File: src/rtl/mult_pkg.sv
// Shared definitions for the iterative arithmetic blocks.
// State encoding and counter sizing helpers.
package mult_pkg;

  typedef enum logic [1:0] {
    S_IDLE = 2'd0,
    S_RUN  = 2'd1,
    S_DONE = 2'd2
  } state_t;

  function automatic int cnt_width(input int w);
    return $clog2(w + 1);
  endfunction

endpackage

File: src/rtl/seq_multiplier.sv
// Iterative shift-and-add multiplier, WIDTH cycles per product.
// Same start/ready handshake as the sequential divider.
module seq_multiplier
  import mult_pkg::*;
#(
  parameter int WIDTH = 13
) (
  input  logic               clk,
  input  logic               reset,
  input  logic               start,
  input  logic               sign,
  input  logic [WIDTH-1:0]   multiplicand,
  input  logic [WIDTH-1:0]   multiplier,
  output logic [2*WIDTH-1:0] product,
  output logic               busy,
  output logic               ready
);

  localparam int CNT_W = cnt_width(WIDTH);
  localparam int PW    = 2 * WIDTH;

  state_t           state;
  logic             neg;
  logic [PW-1:0]    mcand_reg;
  logic [PW-1:0]    acc;
  logic [WIDTH-1:0] mplier_reg;
  logic [CNT_W-1:0] count;

  logic [WIDTH-1:0] mag_a;
  logic [WIDTH-1:0] mag_b;
  logic [PW-1:0]    acc_next;
  logic [PW-1:0]    prod_next;

  // Magnitudes are unsigned, so -2^(W-1) stays representable.
  always_comb begin
    mag_a = (sign & multiplicand[WIDTH-1]) ? -multiplicand : multiplicand;
    mag_b = (sign & multiplier[WIDTH-1]) ? -multiplier : multiplier;
    acc_next = acc + (mplier_reg[0] ? mcand_reg : '0);
    prod_next = neg ? -acc_next : acc_next;
  end

  always_ff @(posedge clk or posedge reset) begin
    if (reset) begin
      state      <= S_IDLE;
      neg        <= 1'b0;
      mcand_reg  <= '0;
      acc        <= '0;
      mplier_reg <= '0;
      count      <= '0;
      product    <= '0;
      busy       <= 1'b0;
      ready      <= 1'b0;
    end else if (start) begin
      neg        <= sign & (multiplicand[WIDTH-1] ^ multiplier[WIDTH-1]);
      mcand_reg  <= {{WIDTH{1'b0}}, mag_a};
      mplier_reg <= mag_b;
      acc        <= '0;
      count      <= CNT_W'(WIDTH);
      state      <= S_RUN;
      busy       <= 1'b1;
      ready      <= 1'b0;
    end else begin
      unique case (state)
        S_RUN: begin
          acc        <= acc_next;
          mcand_reg  <= mcand_reg << 1;
          mplier_reg <= mplier_reg >> 1;
          count      <= count - CNT_W'(1);
          if (count == CNT_W'(1)) begin
            product <= prod_next;
            state   <= S_DONE;
            busy    <= 1'b0;
            ready   <= 1'b1;
          end
        end
        S_DONE: begin
          ready <= 1'b0;
          state <= S_IDLE;
        end
        default: begin
          ready <= 1'b0;
          state <= S_IDLE;
        end
      endcase
    end
  end

endmodule

File: config.mk
export PLATFORM = sky130hd
export DESIGN_NAME = seq_multiplier
export DESIGN_NICKNAME = d
export VERILOG_FILES = /design/src/rtl/mult_pkg.sv /design/src/rtl/seq_multiplier.sv
export SDC_FILE = /design/constraint.sdc
export NUM_CORES = 1
export LEC_CHECK = 0
export CORE_MARGIN = 2
export CORE_UTILIZATION = 40
export CTS_CLUSTER_DIAMETER = 40
export DETAILED_ROUTE_END_ITERATION = 12
export DONT_BUFFER_PORTS = 1
export PLACE_DENSITY_LB_ADDON = 0.25
export SETUP_SLACK_MARGIN = 0.2
export SLEW_MARGIN = 20
export SYNTH_ARGS = -nofsm -noshare
export SYNTH_HDL_FRONTEND = slang
export SYNTH_SLANG_ARGS = --single-unit
File: constraint.sdc
create_clock -name clk -period 8.71 [get_ports clk]
set_input_delay 2.1775 -clock clk [delete_from_list [all_inputs] [get_ports clk]]
set_output_delay 2.1775 -clock clk [all_outputs]
set_load 0.03 [all_outputs]
* Word-level counts from Yosys, hierarchy flattened *
Index checks and enable logic that the tools add are counted.

storage, ports and cells
  register bits = 100
  output and inout port bits = 28

operators by class
  $add $sub $neg = 5
  eq/ne operators = 3
  multiplexer cells = 21
  bitwise logic cells = 5
  reductions and logical operators = 4

operators with widths
  kind                                                 count
  two-way mux 26 bit                                   6
  two-way mux 13 bit                                   4
  adder 26 bit                                         1
  negation 13 bit                                      2
  negation 26 bit                                      1
  two-way mux 4 bit                                    2
  two-way mux 1 bit                                    6
  two-way mux 2 bit                                    3
  equality test 4 x 1 -> 1 bit, second input constant  1
  nonzero test 2 bit                                   2
  subtractor 4 x 1 -> 4 bit, second input constant     1
  AND 1 bit                                            3
  inequality test 3 bit, second input constant         1
  AND reduction 3 bit                                  1
  equality test 2 x 1 -> 1 bit, second input constant  1
  AND reduction 2 bit                                  1
  NOT 1 bit                                            1
  XOR 1 bit                                            1

* Logic depth before layout (Yosys ltp) *
Gate-level depths: netlist of the first run.

  depth after elaboration = 4
  mapped depth = 15

* Worst setup path before layout of the first run *
OpenSTA, ideal clock, no wires.

  kind = flip-flop to flip-flop
  start point = reg mplier_reg[0]
  end point = reg product[22]
  data arrival time = 3,985 ps
  required time = 8,579 ps
  setup slack = 4,594 ps
  stages on the path, launching flop included = 16
  path buffers = 1
  cell sequence = dfrtp_1 clkbuf_1 and2_1 ha_1 inv_1 fa_1 nand2b_1 a211oi_2 nor4_1 or3_4 and2_1 or4b_1 or4b_1 o41a_1 xnor2_1 o21ai_1

on the way
  longest elaborated chain between the ends = 4

ends and longest elaborated chain
  element                   RTL line              RTL
  start: declaration        seq_multiplier.sv:26  logic [WIDTH-1:0] mplier_reg;
  start signal: assignment  seq_multiplier.sv:56  mplier_reg <= mag_b;
  start signal: assignment  seq_multiplier.sv:67  mplier_reg <= mplier_reg >> 1;
  two-way mux 26 bit *      seq_multiplier.sv:38  acc_next = acc + (mplier_reg[0] ? mcand_reg : '0);
  adder 26 bit *            seq_multiplier.sv:38
  negation 26 bit           seq_multiplier.sv:39  prod_next = neg ? -acc_next : acc_next;
  two-way mux 26 bit *      seq_multiplier.sv:39
  end signal: assignment    seq_multiplier.sv:70  product <= prod_next;
  end: declaration          seq_multiplier.sv:14  output logic [2*WIDTH-1:0] product,

Every way passes the cells marked *; elsewhere a longest branch is shown, timed or not.
A chain may end at the register's enable or synchronous reset.

* Final worst setup path of the first run *
Ends and elaborated chain as after synthesis.

==> results of run 1 <==
==> stage by stage <==
stage | std cells | util
CTS | 1020 | 0.439
floorplan | 825 | -
global route | 1020 | 0.439
global placement | 1006 | 0.421
detailed placement | 1006 | 0.421
finish | 1020 | 0.439
==> worst max-delay path, stage by stage, from the launching register on <==
cell and delay [ps]:
dfrtp_1 720, and2_1 220, ha_1 170, inv_1 60, fa_1 410, nand2b_1 230
a211oi_2 320, nor4_1 100, or3_4 350, and2_1 190, or4b_1 520, or4b_1 620
o41a_1 360, xnor2_1 160, o21ai_1 80
==> synthesized netlist by cell type (all sizes together), types with 7 or more instances <==
library cell  instances  area share
nand3                11      0.0080
nor2                 59       0.033
o21ai                76       0.055
clkbuf               40       0.022
dfrtp                99        0.36
nor3                 14       0.010
or3                  11       0.011
and2                 36       0.033
ha                   30       0.055
xor2                 36       0.046
o31ai                 7      0.0084
o211ai                8      0.0088
a21oi                66       0.050
a21o                 11       0.012
xnor2                26       0.033
inv                  24       0.013
a211oi               13       0.015
nand2               143       0.078
mux2i                25       0.036
==> worst min-delay path by stage <==
stage | to | slack, ps | cells past startpoint
3_5_place_dp | mcand_reg[25] | 510 | 2
4_1_cts | mcand_reg[25] | 520 | 2
6_report | acc[23] | 520 | 2
5_1_grt | acc[23] | 550 | 2
2_1_floorplan | acc[5] | 490 | 2
3_3_place_gp | acc[15] | 500 | 2
==> kinds of logic (layout without fill, tap and decap cells) <==
kind of cell | count (synthesis) | after routing | synth area share
AOI/OAI and AO/OA | 220 | 220 | 0.202
xor gates and xnor gates | 62 | 62 | 0.0792
adders and majority gates | 31 | 31 | 0.0577
buffers and inverters | 67 | 42 | 0.0379
DFF | 99 | 99 | 0.361
muxes | 26 | 26 | 0.0381
and+or+nand+nor | 320 | 320 | 0.224
==> report_power, final <==
| group | internal, µW | total (µW) | switching (µW) |
|---|---|---|---|
| Clock | 251 | 437 | 186 |
| Combinational | 118 | 293 | 175 |
| Sequential | 494 | 536 | 42.1 |
==> routing by layer <==
layer | GRT usage | vias to the layer above | share of wire
met5 | 0 | - | 0
met4 | 0.0446 | 0 | 0.011
met3 | 0.0443 | 10 | 0.058
met2 | 0.263 | 134 | 0.41
met1 | 0.265 | 2535 | 0.52
li1 | - | 2822 | -
==> final cells by class <==
cell class / count / area (µm²)
clock buffers: 9 / 225
repair buffers: 4 / 30.0
flip-flops and latches: 99 / 2480
inverters: 24 / 92.6
multi-input cells: 659 / 4130
clock inverters: 5 / 85.1
well taps: 220 / 275
fillers: 1694 / 9330
==> results.json, run 1 <==
{
  "drt-vias-per-instance": 5.39,
  "setup_viol": 0,
  "clkSlewWorstSetupHoldPaths_ps": 70,
  "area_growth_pct": 6.64,
  "synth_seq_cells": 99,
  "finClkSkew_ps": 9.16,
  "wire_per_inst_um": 15.5,
  "die_h_um": 135,
  "async_reset_ff_frac": 1.00,
  "num_rows": 47,
  "cp.arrival_ps": 4850,
  "worst_slack_ps": 4080,
  "firstDrtPassIters": 5,
  "final_nets": 858,
  "period_share": 0.532,
  "slew_headroom": 0.325,
  "grt_antenna_before_repair": 0,
  "hold_viol_final": 0,
  "initial_utilization": 0.412,
  "die_area_um2": 18200,
  "synth_flop_cell": "dfrtp_1",
  "clk_path_buf_depth": 2,
  "leakage_uw": 0.00336,
  "cts_buffers": 9,
  "worstSetupPathType": "reg2reg",
  "netlist_area_um2": 6860,
  "dpl.hpwl_mm": 11.3,
  "ys.warnings.count": 0,
  "grt-ovfl-total": 0,
  "maxSlewViolCount": 0,
  "die_x_um": 135,
  "worst-path-max-fanout": 27,
  "final_cell_area_um2": 7310,
  "tns_ps": 0,
  "timing.hold.ws_ps": 522,
  "max_freq_mhz": 216,
  "preCtsSetupSlack_ps": 4100,
  "vias": 5501,
  "cts_tree": "yes",
  "r2r_slack_ps": 4080,
  "crit_required_ps": 8930,
  "drive_gt1_frac": 0.0500,
  "ff2ff_path_depth": 14,
  "io_pins": 58,
  "htreeDepth": 3,
  "min-delay-start": "acc[23]",
  "synthesis.nets": 886,
  "min_period_ps": 4630,
  "cap_violations": 0,
  "grt_max_degree": 101,
  "place.gp.congestion": 0.904,
  "status": "complete, no violations",
  "final_cell_mix": "nand2_1 (143), dfrtp_1 (99), o21ai_0 (66), a21oi_1 (65), nor2_1 (58)",
  "cp-endpoint": "product[22]",
  "drt_iter0_drc": 455,
  "start_kind": "register",
  "ir_worst_vdd_mv": 0.108,
  "cts_hold_buf": 0,
  "synth-edff-count": 0,
  "finalPower_uw": 1270,
  "coreArea_um2": 16600,
  "root_buffer": "clkbuf_16",
  "cts-resized-gates": 0,
  "grt_pass1_wl_mm": 26.3,
  "synth_cell_type_count": 76,
  "postSynthCellCount": 825,
  "track_usage": 0.180,
  "drc": 0,
  "cp-end-kind": "register",
  "cts_setup_buffers": 0,
  "final_antenna_net_count": 0,
  "drt-total-wl_mm": 15.8,
  "first_global_vias": 5263,
  "clk_latency_ps": 350,
  "worst_slew_pin_slew_ps": 1010,
  "power_density_nw_per_um2": 173,
  "port_buffers": 0,
  "rr_startpoint": "mplier_reg[0]",
  "syn_avg_cell_area_um2": 8.31,
  "final_common_cell": "nand2_1",
  "place_area_um2": 7000,
  "diodes": 0,
  "reg2reg_to": "product[22]",
  "yosysSeqAreaShare": 0.361,
  "rsz0062_at_grt": "no",
  "hold_class": "reg2reg",
  "critPathLaunch": "mplier_reg[0]",
  "clock-sinks": 99
}
No activity file was read; power rests on OpenSTA's default activity.
==> run 2, diff against run 1 <==
==> constraint.sdc (replaced) <==
create_clock -name clk -period 3.75 [get_ports clk]
set_input_delay 0.9375 -clock clk [delete_from_list [all_inputs] [get_ports clk]]
set_output_delay 0.9375 -clock clk [all_outputs]
set_load 0.03 [all_outputs]
==> results.json, run 2 (synthesis gave the netlist of run 1 again) <==
{
  "grt-ovfl-total": 0,
  "cp-end-kind": "register",
  "coreArea_um2": 16600,
  "ir_worst_vdd_mv": 0.236,
  "die_h_um": 135,
  "status": "finished with violations",
  "htreeDepth": 3,
  "rr_startpoint": "mplier_reg[0]",
  "cp_common_cell": "or4b_4",
  "hold_class": "reg2reg",
  "path_cells": "and2_1, ha_2, inv_2, fa_2, nand2b_4, a211oi_4, nor4_2, or3_4, and2_4, or4b_4, or4b_4, o41a_1, xnor2_1, o21ai_1",
  "diodes": 0,
  "die_area_um2": 18200,
  "leakage_uw": 0.00376,
  "initial_utilization": 0.412,
  "period_share": 1.02,
  "grt_antenna_before_repair": 0,
  "reg2reg_to": "product[22]",
  "finalPower_uw": 3170,
  "hold_viol_final": 0,
  "min_period_ps": 3830,
  "io_pins": 58,
  "cap_violations": 0,
  "drive_gt1_frac": 0.186,
  "cpMaxStageDelayCell": "or4b_4",
  "stdcell_count": 1093,
  "power_density_nw_per_um2": 385,
  "die_x_um": 135,
  "tns_ps": -200,
  "track_usage": 0.189,
  "max_stage_delay_ps": 580,
  "grt_pass1_wl_mm": 27.7,
  "finClkSkew_ps": 10.2,
  "ff2ff_path_depth": 14,
  "violations": "negative setup slack",
  "final_nets": 929,
  "cts_hold_buf": 0,
  "slew_headroom": 0.258,
  "place.gp.congestion": 0.905,
  "place_inst": 1070,
  "maxSlewViolCount": 0,
  "fillers": 1592,
  "root_buffer": "clkbuf_16",
  "min_delay_path_depth": 2,
  "rsz0062_at_grt": "yes",
  "worst_slew_pin_slew_ps": 1110,
  "setup_viol": 4,
  "num_rows": 47,
  "grt_max_degree": 101,
  "vias": 5820,
  "clkSlewWorstSetupHoldPaths_ps": 70,
  "area_growth_pct": 19.9,
  "start_kind": "register",
  "cts_tree": "yes",
  "drt-vias-per-instance": 5.32,
  "worst-path-max-fanout": 3,
  "cp.arrival_ps": 4050,
  "wire_per_inst_um": 15.3,
  "drt-total-wl_mm": 16.7,
  "crit_required_ps": 3970,
  "final_common_cell": "nand2_1",
  "max_freq_mhz": 261,
  "drt_iter0_drc": 380,
  "worstSetupPathType": "reg2reg",
  "first_global_vias": 5705,
  "clk_latency_ps": 350,
  "drc": 0,
  "min-delay-start": "mcand_reg[25]",
  "dpl.hpwl_mm": 12.1,
  "cts_buffers": 9,
  "firstDrtPassIters": 4,
  "clk_path_buf_depth": 2,
  "final_cell_mix": "nand2_1 (140), dfrtp_1 (99), buf_4 (71), a21oi_1 (64), o21ai_0 (61)",
  "min_to": "mcand_reg[25]",
  "worst_slack_ps": -80.8,
  "utilization": 0.494,
  "clock-sinks": 99,
  "port_buffers": 0,
  "r2r_slack_ps": -80,
  "final_antenna_net_count": 0
}
run 2: cell types whose count changed in the layout (fill, tap and decap cells not counted), moves of 5 or more:
| cell | delta |
|---|---|
| o21ai_2 | +7 |
| ha_4 | +7 |
| o21ai_0 | -5 |
| ha_1 | -9 |
| buf_4 | +67 |
run 2: stage by stage:
step	area (µm²)	hold slack [ps]	setup WS, ps
2_1_floorplan	6900	487	-187
3_3_place_gp	7550	505	-59.2
3_5_place_dp	7550	512	-105
4_1_cts	8060	522	-77.4
5_1_grt	8220	542	-258
6_report	8220	523	-80.8
run 2: worst max-delay path by stage:
stage	start	to	slack, ps	cells past startpoint
final	mplier_reg[0]	product[22]	-80	14
after floorplan	mplier_reg[0]	product[22]	-190	15
after global placement	mplier_reg[0]	product[22]	-60	14
after CTS	mplier_reg[0]	product[22]	-80	14
after global routing	mplier_reg[0]	product[22]	-260	14
after detailed placement	mplier_reg[0]	product[22]	-110	14
run 2: layer usage:
layer,routed length [µm],track usage,part of all wire
met5,0,0,0
met4,201,0.0613,0.012
met3,927,0.0424,0.055
met2,7150,0.286,0.43
met1,8450,0.269,0.50
run 2: critical path: cells and delay by family (launching register included):
family	cells	cell delay, ps
AO/OA/AOI/OAI	3	700
XOR/XNOR	1	140
adder cells (fa/ha/maj)	2	520
buffers and inverters	1	40
flip-flops	1	380
AND/OR/NAND/NOR	7	1940
run 2: where the power goes:
part	internal [µW]	switching (µW)	leakage (µW)	total [µW]
Clock	544	432	0.000151	976
Sequential	1150	103	0.00125	1250
Combinational	452	488	0.00237	940
run 2: final cells by class:
| type | count | area (µm²) | area share |
|---|---|---|---|
| Sequential cell | 99 | 2480 | 0.301 |
| Tap cell | 220 | 275 | 0.0335 |
| Clock inverter | 6 | 71.3 | 0.00868 |
| Timing Repair Buffer | 75 | 596 | 0.0725 |
| Multi-Input combinational cell | 659 | 4470 | 0.544 |
| Inverter | 24 | 92.6 | 0.0113 |
| Clock buffer | 10 | 239 | 0.0291 |
run 2: repair_timing:
item	4_1_cts	5_1_grt
setup endpoints to repair	12	15
pin swaps	12	9
resized for setup	30	26
buffers inserted	4	3
